**src/rtl/systolic_drain.sv**
```systemverilog
// Drains the N*N result slots of a systolic array one word per transfer over a valid/ready port.
// Results are snapshotted into shadow registers when done_in fires, so the array can keep working.
module systolic_drain #(
  parameter int N         = 2,
  parameter int ACC_WIDTH = 32,
  parameter int IDX_W     = 2
) (
  input  logic                       clk,
  input  logic                       rst,
  input  logic                       done_in,
  input  logic [5*N*N-1:0]           exp_in,
  input  logic [ACC_WIDTH*N*N-1:0]   acc_in,
  input  logic                       out_ready,
  output logic                       out_valid,
  output logic [IDX_W-1:0]           out_idx,
  output logic [4:0]                 out_exp,
  output logic [ACC_WIDTH-1:0]       out_acc,
  output logic                       out_last,
  output logic                       busy,
  output logic                       overrun
);

  localparam int unsigned           NN       = N * N;
  localparam int unsigned           DEPTH    = 2 ** IDX_W;
  localparam logic [IDX_W-1:0]      LAST_IDX = IDX_W'(NN - 1);

  typedef enum logic {
    IDLE  = 1'b0,
    DRAIN = 1'b1
  } state_t;

  state_t                 state_q;
  logic [IDX_W-1:0]       idx_q;
  logic                   overrun_q;

  // Sized to the full index range so any idx_q value addresses a real entry.
  logic [4:0]             exp_sh [DEPTH];
  logic [ACC_WIDTH-1:0]   acc_sh [DEPTH];

  logic                   draining;
  logic                   at_last;
  logic                   xfer;
  logic                   last_xfer;
  logic                   capture;
  logic                   drop;

  always_comb begin
    draining  = (state_q == DRAIN);
    at_last   = draining && (idx_q == LAST_IDX);
    xfer      = draining && out_ready;
    last_xfer = xfer && at_last;
    // A pulse landing on the final transfer is a clean back-to-back recapture.
    capture   = done_in && (!draining || last_xfer);
    drop      = done_in && draining && !last_xfer;
  end

  always_ff @(posedge clk or negedge rst) begin
    if (!rst) begin
      state_q   <= IDLE;
      idx_q     <= '0;
      overrun_q <= 1'b0;
    end else begin
      if (drop) begin
        overrun_q <= 1'b1;
      end
      case (state_q)
        IDLE: begin
          if (capture) begin
            state_q <= DRAIN;
            idx_q   <= '0;
          end
        end
        DRAIN: begin
          if (capture) begin
            state_q <= DRAIN;
            idx_q   <= '0;
          end else if (last_xfer) begin
            state_q <= IDLE;
            idx_q   <= '0;
          end else if (xfer) begin
            idx_q   <= idx_q + 1'b1;
          end
        end
        default: begin
          state_q <= IDLE;
          idx_q   <= '0;
        end
      endcase
    end
  end

  always_ff @(posedge clk) begin
    if (capture) begin
      for (int unsigned k = 0; k < NN; k++) begin
        exp_sh[k] <= exp_in[5*k +: 5];
        acc_sh[k] <= acc_in[ACC_WIDTH*k +: ACC_WIDTH];
      end
    end
  end

  always_comb begin
    busy      = draining;
    out_valid = draining;
    overrun   = overrun_q;
    out_last  = at_last;
    out_idx   = '0;
    out_exp   = '0;
    out_acc   = '0;
    if (draining) begin
      out_idx = idx_q;
      out_exp = exp_sh[idx_q];
      out_acc = acc_sh[idx_q];
    end
  end

endmodule

```
**config.mk**
```make
export PLATFORM = sky130hd
export DESIGN_NAME = systolic_drain
export DESIGN_NICKNAME = d
export VERILOG_FILES = /design/src/rtl/systolic_drain.sv
export SDC_FILE = /design/constraint.sdc
export NUM_CORES = 1
export LEC_CHECK = 0
export BUFFER_PORTS_ARGS = -buffer_cell sky130_fd_sc_hd__buf_4
export CAP_MARGIN = 20
export CORE_MARGIN = 4
export CORE_UTILIZATION = 54
export CTS_CLUSTER_SIZE = 28
export DETAILED_ROUTE_END_ITERATION = 8
export PLACE_DENSITY = 0.89
export SLEW_MARGIN = 20
export SYNTH_ARGS = -nofsm -noshare
export SYNTH_HDL_FRONTEND = slang
export SYNTH_SLANG_ARGS = --single-unit
```
**constraint.sdc**
```tcl
create_clock -name clk -period 18.8 [get_ports clk]
set_input_delay 1.88 -clock clk [delete_from_list [all_inputs] [get_ports clk]]
set_output_delay 1.88 -clock clk [all_outputs]
set_load 0.01 [all_outputs]
```
Word level (Yosys, flattened, before mapping)
Memories as Yosys holds them, arrays and structs flattened. Index checks and enable logic that the tools add are counted.

Add/subtract/negate cells: 1. Equal/unequal tests: 3. Multiplexer cells: 13. Bitwise operators: 1. Reduce and logical (&&, ||, !) cells: 10.

Operators by type and width (number): two-way mux 32 bit (1); two-way mux 2 bit (5); logical AND 1 bit (6); two-way mux 5 bit (1); two-way mux 1 bit (4); != test 4 x 1 -> 1 bit (second input constant) (1); one-hot mux 2 bit (2 select lines) (1); adder 2 x 1 -> 2 bit (second input constant) (1); equality test 2 bit (second input constant) (1); logical NOT 1 bit (2); != test 2 bit (second input constant) (1); one-hot mux 1 bit (2 select lines) (1); AND reduction 2 bit (1); logical OR 1 bit (1); inverter 1 bit (1).

Register bits: 4. Bits in writable memories: 148. Input port bits: 152. Output and inout port bits: 43. Logic and storage cells: 33. Memories kept: 2.

Memories: acc_sh (words 4, width 32, read ports 1, clocked after Yosys merged registers in 0, write ports 4, RTL line 38) `logic [ACC_WIDTH-1:0] acc_sh [DEPTH];`; exp_sh (words 4, width 5, read ports 1, clocked after Yosys merged registers in 0, write ports 4, RTL line 37) `logic [4:0] exp_sh [DEPTH];`.

Logic depth before layout (Yosys ltp)
Gate-level depths: netlist of the first run.

Depth in word-level cells: 7. Depth in mapped cells: 5. Depth with buffers taken out: 4.

Worst setup path after synthesis of the first run
No wires, ideal clock.

Path type: input to register. Start point: in out_ready. End point: mem acc_sh[0][0], enable pin. Setup time: 0.675 ns. Arrival time: 8.506 ns. Data required time: 18.125 ns. Path slack: 9.618 ns. Stages on the path: 2. Buffers on the path: 0. Path through: a21boi_1 nor2b_1.

RTL lines: start, declared (RTL line 13) `input logic out_ready,`; end, declared (RTL line 38).

Final worst setup path of the first run
Start point: reg idx_q[1]. End point: out out_acc[25].

Cells in the longest elaborated chain, start to end: 2.

RTL lines: start, declared (RTL line 33) `logic [IDX_W-1:0] idx_q;`; start signal, assigned (RTL line 81) `idx_q <= idx_q + 1'b1;`; memory (4 x 32 bit); two-way mux 32 bit (RTL line 109) `if (draining) begin`; end, declared (RTL line 17) `output logic [ACC_WIDTH-1:0] out_acc,`.

Every way passes these cells.

==> results of run 1 <==
[flip-flops by register name, indices dropped and copies added, names as in the netlist]
register  cells
exp_sh       20
acc_sh      128
idx_q         2
overrun       1
busy          1
[cells in the final DEF (no fill, tap or decap), types with 2 or more instances in the layout]
master      instances
clkinv_2            2
clkinvlp_4          5
bufinv_16           4
buf_4             198
clkbuf_1            3
nand2_1             4
dfrtp_1             3
and2_1              2
o22ai_1            37
o21ai_0             2
edfxtp_1          148
clkbuf_16          16
mux2i_1            75
[path summary, 6_finish.rpt]
kind                           endpoint  slack, ns  depth (start not counted)
min in group asynchronous       overrun       1.15                          1
hold reg to reg                 overrun       0.48                          1
setup reg to reg           exp_sh[0][3]      15.63                          5
setup / recovery            out_acc[25]      14.21                          4
hold / removal                  overrun       0.48                          1
max in group asynchronous      idx_q[1]      17.53                          1
[where the power goes]
part,leakage (nW),switching (mW),total [mW],internal (mW)
combinational,1.41,0.176,0.340,0.163
sequential,1.39,0.0207,0.438,0.417
clock,0.277,0.126,0.341,0.215
[per-layer routing]
metal / vias up / wire, µm
met4: 0 / 153
met5: - / 0
met2: 158 / 6457
met3: 13 / 940
met1: 1685 / 4982
li1: 1612 / -
[final cells by class]
cell class,instances,area share
Inverter,1,0.0004732
Clock inverter,12,0.02224
Clock buffer,20,0.05363
Multi-Input combinational cell,130,0.1390
Timing Repair Buffer,199,0.1899
Sequential cell,152,0.5733
Tap cell,136,0.02145
[cells by family (layout without fill, tap and decap cells)]
| logic type | Yosys count | in the layout | share of synthesized area |
|---|---|---|---|
| compound gates | 41 | 41 | 0.04400 |
| mux | 75 | 75 | 0.1288 |
| simple gates | 13 | 13 | 0.01245 |
| flops | 152 | 152 | 0.7796 |
| buf+inv | 20 | 232 | 0.03305 |
| fa+ha+maj | 1 | 1 | 0.002146 |
==> impl_metrics.yaml, run 1 <==
grt:
  gr-total-overflow: 0
  grtUsageTotal: 0.2058
  use_met3: 0.06576
  grt_pass1_vias: 3635
  antenna_found_initial: 0
  grt_max_degree: 60
  grt_pass1_wl_um: 19460
  grtUsageMet1: 0.2500
  grt_busiest_layer: "met2"
  met2_usage: 0.3445
critical_path:
  path_class: "reg -> out"
  cp_slowest_cell: "buf_4"
  cpPeakStageDelay_ns: 0.76
  cp-startpoint: "idx_q[1]"
  cp_top_family: "buffers and inverters"
  crit_path_frequent_cell: "buf_4"
  critPathCaptureType: "output port"
  critPathRequiredTime_ns: 16.92
  critPathBufInv: 2
  worstPathMaxFanout: 56
  reg2reg_from: "idx_q[1]"
  cp_data_arrival_time_ns: 2.71
  cp-start-kind: "register"
  path_cells: "buf_4, mux2i_1, o22ai_1, buf_4"
floorplan:
  io_pins: 195
  die_w_um: 111.9
  die_y_um: 111.9
  start_util: 0.5596
  core_area_um2: 10420
  fp-row-count: 37
  die-area_um2: 12520
logic_synthesis:
  synth_cells: 302
  syn-cell-area_um2: 5829
  synth.distinct_cells: 23
  synthArstFlopShare: 0.02632
  synth_top_area_share: 0.7624
  synth_flop_cell: "edfxtp_1"
  ys_ff_latch: 152
  synth_edf_count: 148
  synth_top_area_cell: "edfxtp_1"
  ys_warn_count: 0
  synth_commonest_cells: "148 x edfxtp_1, 75 x mux2i_1, 37 x o22ai_1, 6 x buf_2"
  synth_area_leaders: "edfxtp_1 76%, mux2i_1 13%, o22ai_1 4.0%"
  synth.avg_cell_area_um2: 19.30
  synth_nets: 455
  seq_area_frac_synth: 0.7796
  yosysMostFrequentCell: "edfxtp_1"
clock_tree:
  cts-root-buf: "clkbuf_8"
  ctsHoldBuffers: 0
  post_cts_resized: 0
  clk_pin_slew_ns: 0.06
  cts_tree: "done"
  cts_sinks: 152
  postCtsSetupBuffers: 0
  cts_buffers: 17
  clkLatencyLatePin_ns: 0.52
  clock_path_buffers: 2
  htreeDepth: 4
power_and_ir_drop:
  p_leak_nw: 3.074
  ir_worst_vdd_mv: 0.09636
  power_mw: 1.118
  power.density_nw_per_um2: 141.0
sta:
  period_minus_slack_ns: 4.588
  fmax_mhz: 218.0
  final-hold-violation-count: 0
  finalSetupTns_ns: 0
  relSlewSlack: 0.3700
  rsz0062_at_grt: "no"
  slew_violations: 0
  worst_slew_pin_slew_ns: 0.9450
  fin_ws_ns: 14.21
  finalSetupViolCount: 0
  clock-skew-final_ns: 0.009205
  hold_ws_ns: 0.4772
  period_share: 0.2440
routing:
  drc: 0
  drtAntennaViolNets: 0
  wirelength_um: 12530
  via_count: 3468
  first_pass_iters: 4
  vias_per_cell: 5.335
  wire_per_inst_um: 19.28
  dr.first_iter.drc_count: 192
flow_run:
  drv_cap: 0
min_path:
  hp-start: "overrun"
  hp-class: "reg -> reg"
layout:
  instances_no_fill: 650
  utilization: 0.7616
  insertedDiodeCount: 0
  syn_to_final_growth_pct: 36.08
  drive_gt1_frac: 0.4533
  nNetsFinal: 654
  multi_input_area_um2: 1102
  nFillCells: 579
  seq_area_um2: 4548
  stdcell_area_um2: 7933
placed_design:
  place_area_um2: 7311
  place_hpwl_um: 8423
  place.gp.congestion: 0.8237
  dpl.cell_count: 617
  post-place-ws_ns: 13.97
  io_buffers: 194
outcome:
  outcome: "completed"
No activity file was read; power rests on OpenSTA's default activity.
==> run 2: changes to the inputs <==
Settings changed: ABC_AREA set to 1, CORE_UTILIZATION 54 to 47, PLACE_DENSITY 0.89 to 0.81.
Clock period 18.8 ns to 3.8 ns, I/O delays scaled along.
==> run 2 against run 1 <==
Largest cell class unchanged. Largest power group unchanged. Clock skew down 0.0042 ns. Combinational power rose to 6.3 times the previous value. Worst hold slack worse by 0.34 ns. Wire length up 20%. Via count up 37%. First-iteration DRC count up 110%. Utilization down 12 points. Critical endpoint is now out_acc[6]. Worst setup slack worse by 13 ns. Area after synthesis up 12%. Count of clock-buffer cells in the layout unchanged. Design area up 8.7%. Critical path depth up 3.
==> impl_metrics.yaml, run 2 <==
outcome:
  outcome: "completed"
logic_synthesis:
  synth.avg_cell_area_um2: 10.59
  synth_cells: 616
  synth_flop_cell: "edfxtp_1"
  ys_ff_latch: 152
  yosysMostFrequentCell: "nand2_1"
  seq_area_frac_synth: 0.6963
  synth_commonest_cells: "158 x nand2_1, 154 x inv_1, 148 x edfxtp_1, 75 x nand3_1, 37 x a21oi_1"
  synth_edf_count: 148
  synthArstFlopShare: 0.02632
  synth.distinct_cells: 15
  synth_top_area_share: 0.6810
  ys_warn_count: 0
  synth_nets: 769
  syn-cell-area_um2: 6526
  synth_top_area_cell: "edfxtp_1"
  synth_area_leaders: "edfxtp_1 68%, nand2_1 9.1%, inv_1 8.9%"
layout:
  largest_reg_flops: 128
  nNetsFinal: 960
  instances_no_fill: 995
  drive_gt1_frac: 0.2821
  syn_to_final_growth_pct: 32.15
  insertedDiodeCount: 0
  seq_area_um2: 4547
  utilization: 0.6436
  regMostFlops: "acc_sh"
  layout_common_cells: "199 x buf_4, 158 x nand2_1, 153 x inv_1"
  multi_input_area_um2: 1196
  nFillCells: 1079
  top_regs: "acc_sh: 128 flops, exp_sh: 20 flops, idx_q: 2 flops"
  mostFrequentLayoutCell: "buf_4"
sta:
  rsz0062_at_grt: "no"
  worst_slew_pin_slew_ns: 0.7815
  relSlewSlack: 0.4783
  finalSetupTns_ns: 0
  slew_violations: 0
  period_minus_slack_ns: 3.037
  clock-skew-final_ns: 0.004969
  finalSetupViolCount: 0
  fmax_mhz: 329.3
  final-hold-violation-count: 0
  period_share: 0.7993
grt:
  grt_pass1_vias: 4823
  grtUsageTotal: 0.1911
  grt_pass1_wl_um: 23360
  antenna_found_initial: 0
  grt_max_degree: 86
  gr-total-overflow: 0
routing:
  vias_per_cell: 4.773
  wirelength_um: 15030
  via_count: 4749
  dr.first_iter.drc_count: 396
  drtAntennaViolNets: 0
  wire_per_inst_um: 15.11
  drc: 0
  first_pass_iters: 5
placed_design:
  dpl.cell_count: 963
  place.gp.congestion: 0.8248
  place_hpwl_um: 9970
  io_buffers: 194
clock_tree:
  cts_buffers: 17
  clk_pin_slew_ns: 0.06
  clkLatencyLatePin_ns: 0.42
  cts_sinks: 152
  cts_tree: "done"
  postCtsSetupBuffers: 0
  htreeDepth: 4
  clock_path_buffers: 2
  cts-root-buf: "clkbuf_16"
floorplan:
  die_y_um: 125.8
  start_util: 0.4870
  io_pins: 195
  die-area_um2: 15830
  die_w_um: 125.8
  core_area_um2: 13400
  fp-row-count: 42
critical_path:
  cpPeakStageDelay_ns: 0.56
  path_cells: "buf_4, inv_2, buf_4, nand2_1, nand3_1, a21oi_1, buf_4"
  worstPathMaxFanout: 39
  cp_slowest_cell: "inv_2"
  critPathCaptureType: "output port"
  critPathRequiredTime_ns: 3.42
  cp_data_arrival_time_ns: 2.66
  critPathBufInv: 4
  cp_top_family: "buffers and inverters"
  crit_path_frequent_cell: "buf_4"
  cp-start-kind: "register"
  path_class: "reg -> out"
flow_run:
  drv_cap: 0
min_path:
  hp-class: "in -> reg"
power_and_ir_drop:
  power_mw: 5.879
  ir_worst_vdd_mv: 0.3931
  power.density_nw_per_um2: 681.6
  p_leak_nw: 4.051
-- run 2: routing by layer --
| metal | up-vias | GRT usage | routed length (µm) |
|---|---|---|---|
| met1 | 2223 | 0.2275 | 6085 |
| met2 | 177 | 0.3225 | 7508 |
| met5 | - | 0 | 0 |
| met4 | 0 | 0.07823 | 316 |
| met3 | 25 | 0.06139 | 1123 |
| li1 | 2324 | - | - |
-- run 2: cell families (layout without fill, tap and decap cells) --
group | Yosys count | in the layout | share of synthesized area
buffers and inverters | 186 | 389 | 0.1204
and+or+nand+nor | 239 | 239 | 0.1518
DFF | 152 | 152 | 0.6963
AOI/OAI and AO/OA | 38 | 38 | 0.02953
adders and majority gates | 1 | 1 | 0.001917
-- run 2: final cells by class --
cell class / instances / area share
Sequential cell: 152 / 0.5272
Timing Repair Buffer: 201 / 0.1767
Multi-Input combinational cell: 278 / 0.1387
Inverter: 157 / 0.06877
Clock buffer: 20 / 0.05063
Tap cell: 176 / 0.02553
Clock inverter: 11 / 0.01248
-- run 2: worst paths after layout --
| kind | start | to | slack, ns | cells past startpoint |
|---|---|---|---|---|
| max | idx_q[0] | out_acc[6] | 0.76 | 7 |
| min in group asynchronous | rst | idx_q[1] | 0.30 | 2 |
| max reg2reg | idx_q[0] | acc_sh[1][20] | 1.40 | 6 |
| max in group asynchronous | rst | idx_q[0] | 3.38 | 2 |
| min reg2reg | overrun | overrun | 0.49 | 1 |
| min | acc_in[127] | acc_sh[3][31] | 0.13 | 1 |
-- run 2: repair_timing --
item,in CTS,in global routing
endpoints found under the hold margin,4,0
gates resized for setup,0,0
hold buffers,1,0
setup endpoints to repair,0,0
-- run 2: power by group --
part | switching [mW] | total, mW | leakage [nW] | internal, mW
clock network | 0.619 | 1.57 | 0.266 | 0.950
registers | 0.0561 | 2.16 | 1.39 | 2.11
logic | 1.28 | 2.15 | 2.40 | 0.868
total | 1.96 | 5.88 | 4.05 | 3.92
-- run 2: stage by stage --
stage	hold WS [ns]	setup slack (ns)	cell area, µm²
floorplan	0.08441	0.3658	6530
global placement	0.1795	1.269	8070
detailed placement	0.1822	1.195	8070
CTS	0.1112	0.7292	8625
global route	0.1083	0.5407	8625
finish	0.1343	0.7628	8625
